**config.mk**
```make
export PLATFORM = sky130hd
export DESIGN_NAME = branch_unit
export DESIGN_NICKNAME = d
export VERILOG_FILES = /design/src/rtl/branch_unit.sv
export SDC_FILE = /design/constraint.sdc
export NUM_CORES = 1
export LEC_CHECK = 0
export BUFFER_PORTS_ARGS = -buffer_cell sky130_fd_sc_hd__buf_4
export CORE_MARGIN = 2
export CORE_UTILIZATION = 48
export CTS_CLUSTER_DIAMETER = 30
export CTS_CLUSTER_SIZE = 12
export DETAILED_ROUTE_END_ITERATION = 10
export GPL_TIMING_DRIVEN = 0
export PLACE_DENSITY = 0.79
export SYNTH_ARGS = -nofsm -noshare
export SYNTH_HDL_FRONTEND = slang
export SYNTH_SLANG_ARGS = --single-unit
export TNS_END_PERCENT = 10
```
**constraint.sdc**
```tcl
create_clock -name clk -period 3.1 [get_ports clk]
set_clock_uncertainty 0.2 [all_clocks]
set_input_delay 0.62 -clock clk [delete_from_list [all_inputs] [get_ports clk]]
set_output_delay 0.62 -clock clk [all_outputs]
set_load 0.03 [all_outputs]
```
**src/rtl/branch_unit.sv**
```systemverilog
// branch_unit: branch execution stage.
// Resolves the condition, target and link value of one branch/jump per cycle
// and broadcasts the result on the branch CDB one cycle later. When the macro
// BRANCH_BHT_EN is defined, a table of 2-bit saturating counters is trained on
// resolved conditional branches and queried by fetch for direction prediction.
// Without the macro the prediction is static not-taken.
module branch_unit #(
    parameter int DATA_W    = 32,
    parameter int TAG_W     = 4,
    parameter int OP_W      = 6,
    parameter int BHT_IDX_W = 6
) (
    input  logic              clk,
    input  logic              rst,
    input  logic              rdy,
    input  logic              clear,
    input  logic              in_valid,
    input  logic [OP_W-1:0]   in_op,
    input  logic [DATA_W-1:0] in_reg1,
    input  logic [DATA_W-1:0] in_reg2,
    input  logic [DATA_W-1:0] in_imm,
    input  logic [DATA_W-1:0] in_pc,
    input  logic [TAG_W-1:0]  in_dest_tag,
    output logic              cdb_valid,
    output logic [TAG_W-1:0]  cdb_tag,
    output logic [DATA_W-1:0] cdb_data,
    output logic              cdb_taken,
    output logic [DATA_W-1:0] cdb_target,
    input  logic [DATA_W-1:0] fetch_pc,
    output logic              fetch_pred_taken
);

    // Decoded opcode values shared with the decode stage.
    localparam logic [OP_W-1:0] OP_JAL  = OP_W'(1);
    localparam logic [OP_W-1:0] OP_JALR = OP_W'(2);
    localparam logic [OP_W-1:0] OP_BEQ  = OP_W'(3);
    localparam logic [OP_W-1:0] OP_BNE  = OP_W'(4);
    localparam logic [OP_W-1:0] OP_BLT  = OP_W'(5);
    localparam logic [OP_W-1:0] OP_BGE  = OP_W'(6);
    localparam logic [OP_W-1:0] OP_BLTU = OP_W'(7);
    localparam logic [OP_W-1:0] OP_BGEU = OP_W'(8);

    logic [DATA_W-1:0] pc_plus4_s;
    logic [DATA_W-1:0] pc_plus_imm_s;
    logic [DATA_W-1:0] jalr_sum_s;
    logic              res_taken_s;
    logic              res_cond_s;
    logic [DATA_W-1:0] res_target_s;
    logic [DATA_W-1:0] res_data_s;
    logic              accept_s;
    logic              train_s;

    logic              cdb_valid_d,  cdb_valid_q;
    logic [TAG_W-1:0]  cdb_tag_d,    cdb_tag_q;
    logic [DATA_W-1:0] cdb_data_d,   cdb_data_q;
    logic              cdb_taken_d,  cdb_taken_q;
    logic [DATA_W-1:0] cdb_target_d, cdb_target_q;

    // fetch_pc is only partly used (or unused) depending on the build.
    logic              unused_fetch_s;
    assign unused_fetch_s = ^fetch_pc;

    assign pc_plus4_s    = in_pc + DATA_W'(4);
    assign pc_plus_imm_s = in_pc + in_imm;
    assign jalr_sum_s    = in_reg1 + in_imm;

    // An instruction is consumed only when enabled and not being flushed.
    assign accept_s = rdy & ~clear & in_valid;
    assign train_s  = accept_s & res_cond_s;

    // Resolve direction, target and link value of the incoming instruction.
    always_comb begin
        res_taken_s  = 1'b0;
        res_cond_s   = 1'b0;
        res_target_s = pc_plus4_s;
        res_data_s   = '0;
        case (in_op)
            OP_JAL: begin
                res_taken_s = 1'b1;
                res_data_s  = pc_plus4_s;
            end
            OP_JALR: begin
                res_taken_s = 1'b1;
                res_data_s  = pc_plus4_s;
            end
            OP_BEQ: begin
                res_cond_s  = 1'b1;
                res_taken_s = (in_reg1 == in_reg2);
            end
            OP_BNE: begin
                res_cond_s  = 1'b1;
                res_taken_s = (in_reg1 != in_reg2);
            end
            OP_BLT: begin
                res_cond_s  = 1'b1;
                res_taken_s = ($signed(in_reg1) < $signed(in_reg2));
            end
            OP_BGE: begin
                res_cond_s  = 1'b1;
                res_taken_s = ($signed(in_reg1) >= $signed(in_reg2));
            end
            OP_BLTU: begin
                res_cond_s  = 1'b1;
                res_taken_s = (in_reg1 < in_reg2);
            end
            OP_BGEU: begin
                res_cond_s  = 1'b1;
                res_taken_s = (in_reg1 >= in_reg2);
            end
            default: begin
                res_taken_s = 1'b0;
            end
        endcase
        if (in_op == OP_JALR) begin
            res_target_s = {jalr_sum_s[DATA_W-1:1], 1'b0};
        end else if (res_taken_s) begin
            res_target_s = pc_plus_imm_s;
        end else begin
            res_target_s = pc_plus4_s;
        end
    end

    // Next CDB state: flush wins, then freeze on !rdy, else load or retire.
    always_comb begin
        cdb_valid_d  = cdb_valid_q;
        cdb_tag_d    = cdb_tag_q;
        cdb_data_d   = cdb_data_q;
        cdb_taken_d  = cdb_taken_q;
        cdb_target_d = cdb_target_q;
        if (clear) begin
            cdb_valid_d  = 1'b0;
            cdb_tag_d    = '0;
            cdb_data_d   = '0;
            cdb_taken_d  = 1'b0;
            cdb_target_d = '0;
        end else if (rdy) begin
            if (in_valid) begin
                cdb_valid_d  = 1'b1;
                cdb_tag_d    = in_dest_tag;
                cdb_data_d   = res_data_s;
                cdb_taken_d  = res_taken_s;
                cdb_target_d = res_target_s;
            end else begin
                cdb_valid_d  = 1'b0;
            end
        end else begin
            cdb_valid_d  = cdb_valid_q;
        end
    end

    // CDB output registers with synchronous reset.
    always_ff @(posedge clk) begin
        if (rst) begin
            cdb_valid_q  <= 1'b0;
            cdb_tag_q    <= '0;
            cdb_data_q   <= '0;
            cdb_taken_q  <= 1'b0;
            cdb_target_q <= '0;
        end else begin
            cdb_valid_q  <= cdb_valid_d;
            cdb_tag_q    <= cdb_tag_d;
            cdb_data_q   <= cdb_data_d;
            cdb_taken_q  <= cdb_taken_d;
            cdb_target_q <= cdb_target_d;
        end
    end

    assign cdb_valid  = cdb_valid_q;
    assign cdb_tag    = cdb_tag_q;
    assign cdb_data   = cdb_data_q;
    assign cdb_taken  = cdb_taken_q;
    assign cdb_target = cdb_target_q;

`ifdef BRANCH_BHT_EN
    localparam int BHT_ENTRIES = 1 << BHT_IDX_W;

    // Saturating 2-bit counter step towards the resolved direction.
    function automatic logic [1:0] sat_step(input logic [1:0] ctr, input logic taken);
        logic [1:0] nxt;
        if (taken) begin
            nxt = (ctr == 2'd3) ? 2'd3 : ctr + 2'd1;
        end else begin
            nxt = (ctr == 2'd0) ? 2'd0 : ctr - 2'd1;
        end
        return nxt;
    endfunction

    logic [1:0]           bht_d [BHT_ENTRIES];
    logic [1:0]           bht_q [BHT_ENTRIES];
    logic [BHT_IDX_W-1:0] upd_idx_s;
    logic [BHT_IDX_W-1:0] qry_idx_s;

    assign upd_idx_s = in_pc[BHT_IDX_W+1:2];
    assign qry_idx_s = fetch_pc[BHT_IDX_W+1:2];

    // Counter table next state: only the entry of a trained branch moves.
    always_comb begin
        for (int i = 0; i < BHT_ENTRIES; i++) begin
            bht_d[i] = bht_q[i];
        end
        if (train_s) begin
            bht_d[upd_idx_s] = sat_step(bht_q[upd_idx_s], res_taken_s);
        end else begin
            bht_d[upd_idx_s] = bht_q[upd_idx_s];
        end
    end

    // Counter table registers; reset to weakly not-taken.
    always_ff @(posedge clk) begin
        for (int i = 0; i < BHT_ENTRIES; i++) begin
            if (rst) begin
                bht_q[i] <= 2'd1;
            end else begin
                bht_q[i] <= bht_d[i];
            end
        end
    end

    // Prediction reads the pre-update counter.
    assign fetch_pred_taken = bht_q[qry_idx_s][1];
`else
    logic unused_train_s;
    assign unused_train_s   = train_s;
    assign fetch_pred_taken = 1'b0;
`endif

endmodule

```
==> impl_metrics.yaml <==
status:
  outcome: "finished with violations"
  violations: "setup timing"
setup_path:
  rrSetupSlack_ns: 2.05
  endpoint_kind: "register"
  critical_path_start_end_classification: "input pin to register"
  number_of_cells_on_the_worst_reg_to_reg_path: 4
  r2r_start: "cdb_target[26]"
  count_of_buffering_cells_on_the_critical_path_with_inverters_included: 3
  worst-endpoint-required_ns: 3.18
  path_max_fanout: 5
  critPathTopFamily: "simple AND/OR/NAND/NOR gates"
  cp_data_arrival_time_ns: 3.23
  cp_common_cell: "sky130_fd_sc_hd__buf_4"
  worst_setup_path_start_kind: "input pin"
  cp_slowest_cell: "sky130_fd_sc_hd__nor4_4"
  reg2reg_to: "cdb_target[26]"
  critical-path-max-stage-delay_ns: 0.36
  cp_cell_sequence: "buf_4 > ha_1 > nand4_1 > buf_6 > nor4_4 > and4_1 > nor3_2 > and3_4 > buf_4 > o211a_4 > or3_1 > mux2_4 > a21oi_2"
  worstSetupStartpoint: "in_reg1[17]"
synth:
  synth.lib_cells_used.distinct: 81
  synth.top_cell.area_share: 0.182
  number_of_flops_mapped_to_enable_cells_by_yosys: 0
  synth.cells.most_frequent: "sky130_fd_sc_hd__a21oi_1 (102), sky130_fd_sc_hd__nand2_1 (95), sky130_fd_sc_hd__ha_1 (94)"
  syn_inst: 1026
  synth.top_cells.by_area: "sky130_fd_sc_hd__dfxtp_1 (18%), sky130_fd_sc_hd__ha_1 (15%), sky130_fd_sc_hd__a21oi_1 (6.6%)"
  asr_flop_ratio_synth: 0
  postSynthRegisterBits: 70
  synth_area_um2: 7680
  synth_top_area_cell: "sky130_fd_sc_hd__dfxtp_1"
  synth.yosys.warnings: 0
  synth_ff_type: "sky130_fd_sc_hd__dfxtp_1"
  mappedNetlistNets: 1297
  synth_sequential_area_ratio: 0.182
  synth_most_common_cell: "sky130_fd_sc_hd__a21oi_1"
  average_footprint_of_a_synthesized_cell_um2: 7.49
clock_tree:
  h_tree_depth: 3
  numCtsBuffers: 9
  clock-root-buffer: "sky130_fd_sc_hd__clkbuf_16"
  insertion_delay_ns: 0.34
  cts_sinks: 70
  cts.reportedPaths.clkPinSlew_ns: 0.06
  cts_buffer_depth: 2
  cts_tree: "done"
sta:
  worst-slew-pin-transition_ns: 0.802
  final_critical_period_ns: 3.15
  fmax_mhz: 317
  timing_hold_violations_final: 0
  grt_setup_unrepaired: "true"
  maxSlewHeadroom: 0.465
  setup_slack_ns: -0.0524
  final_max_slew_viol_count: 0
  min_period_over_period: 1.02
  final-setup-viol-count: 12
place:
  final_gp_congestion: 0.977
  dp_cells: 1453
  port-buffer-count: 211
  place_hpwl_mm: 22.4
  placed_cell_area_um2: 9570
die:
  fp.dieW_um: 131
  core_area_um2: 15800
  design.portCount: 246
  floorplan.die_area_um2: 17000
  die_y_um: 131
  std_cell_rows: 46
  floorplan.initialDensity: 0.487
layout:
  post-route-cell-area_um2: 10700
  fill_cells: 1375
  design.final.nets: 1542
  fin_cells: 1492
  insertedDiodeCount: 0
  post_route_cells_drive_above_1_share: 0.271
  synthToLayoutAreaGrowth_pct: 39.0
drt:
  drc_errors: 0
  route.detailed.vias_per_inst: 5.99
  drt.antenna.violating_nets: 0
  vias_after_detailed_routing: 8932
  drtPass1Iterations: 5
  drt-wirelength-per-cell_um: 18.8
  drt_first_iter_violations: 707
  postRouteWirelength_mm: 28.0
worst_hold_path:
  whs_path_depth: 2
  min_path_type: "register to register"
  worstHoldEndpoint: "cdb_tag[3]"
  hold_path_startpoint: "cdb_tag[3]"
global_route:
  first_global_vias: 8438
  grt_max_degree: 12
  grt_pass1_wl_mm: 41.8
  global_route.usage.total: 0.316
  grt_antenna_before_repair: 0
  grt_remaining_overflow: 0
run:
  max_cap_violations: 0
pwr:
  max-vdd-ir-drop_v: 0.000318
  leakagePower_nw: 4.74
  power.density_nw_per_um2: 326
==> power breakdown <==
| part | internal (mW) | total [mW] | switching [mW] | leakage [nW] |
|---|---|---|---|---|
| logic | 0.697 | 1.56 | 0.864 | 4.04 |
| registers | 0.917 | 0.928 | 0.0119 | 0.566 |
| clock network | 0.607 | 0.992 | 0.384 | 0.135 |
==> per-layer routing <==
| layer | up-vias | wire length, um | GRT usage |
|---|---|---|---|
| met3 | 97 | 2480 | 0.0615 |
| li1 | 4280 | - | - |
| met5 | - | 0 | 0 |
| met2 | 448 | 13000 | 0.545 |
| met1 | 4107 | 11000 | 0.373 |
| met4 | 0 | 1560 | 0.161 |
==> how the worst max path moves through the flow <==
stage	slack [ns]	cells after the start	end
after floorplan	-0.01	10	cdb_target[30]
after global placement	-0.79	12	cdb_target[4]
after detailed placement	-0.82	12	cdb_target[4]
after CTS	-0.05	13	cdb_target[3]
after global routing	-0.15	11	cdb_target[30]
final	-0.05	13	cdb_target[30]
==> through the flow <==
step	worst slack [ns]	util	hold WS (ns)	power (mW)	TNS (ns)
2_1_floorplan	-0.0111	-	0.370	1.81	-0.0111
4_1_cts	-0.0540	0.658	0.255	3.37	-0.0540
3_3_place_gp	-0.787	0.607	0.242	2.27	-24.68
5_1_grt	-0.154	0.677	0.275	3.65	-2.25
6_report	-0.0524	0.677	0.256	3.48	-0.302
3_5_place_dp	-0.820	0.607	0.247	2.29	-25.70
==> area by class of cell <==
class / instances / area (um2) / area share
clock buffer: 14 / 274 / 0.0257
multi-input combinational: 862 / 6420 / 0.601
inverter: 59 / 231 / 0.0217
buffer: 34 / 193 / 0.0180
timing repair buffer: 235 / 1880 / 0.176
clock inverter: 2 / 15.0 / 0.00141
tap: 216 / 270 / 0.0253
sequential: 70 / 1400 / 0.131
==> registers in the layout (all words and copies together), names as in the netlist <==
register / count
cdb_valid: 1
cdb_taken: 1
cdb_tag: 4
cdb_data: 32
cdb_target: 32
==> worst min-delay path, delay by kind of cell, from the launching register on <==
family	cells	cell delay, ns
flip-flops	1	0.30
AND/OR/NAND/NOR	1	0.05
AO/OA/AOI/OAI	1	0.05
==> cells by family after synthesis <==
kind of cell | synth area share
flip-flops | 0.182
adder cells (fa/ha/maj) | 0.158
AO/OA/AOI/OAI | 0.291
buffers and inverters | 0.0521
AND/OR/NAND/NOR | 0.213
XOR/XNOR | 0.0798
other | 0.000488
multiplexers | 0.0228
==> layout by cell type (no fill, tap or decap), types with 22 or more instances in the layout <==
cell type,n
sky130_fd_sc_hd__nand3_1,38
sky130_fd_sc_hd__nor2_1,87
sky130_fd_sc_hd__buf_4,215
sky130_fd_sc_hd__dfxtp_1,70
sky130_fd_sc_hd__clkbuf_1,26
sky130_fd_sc_hd__xor2_1,22
sky130_fd_sc_hd__xnor2_1,48
sky130_fd_sc_hd__a21oi_1,95
sky130_fd_sc_hd__ha_1,73
sky130_fd_sc_hd__inv_1,50
sky130_fd_sc_hd__o21ai_0,57
sky130_fd_sc_hd__nand2_1,94
sky130_fd_sc_hd__a21o_1,32
==> timing repair <==
action                                  CTS  global route
setup buffers                            18             5
pin swaps                                35            40
resized for setup                        65            56
endpoints found under the setup margin   43            43
hold buffers                              0             0
gates cloned                              1             1
No activity file was read; power rests on OpenSTA's default activity.
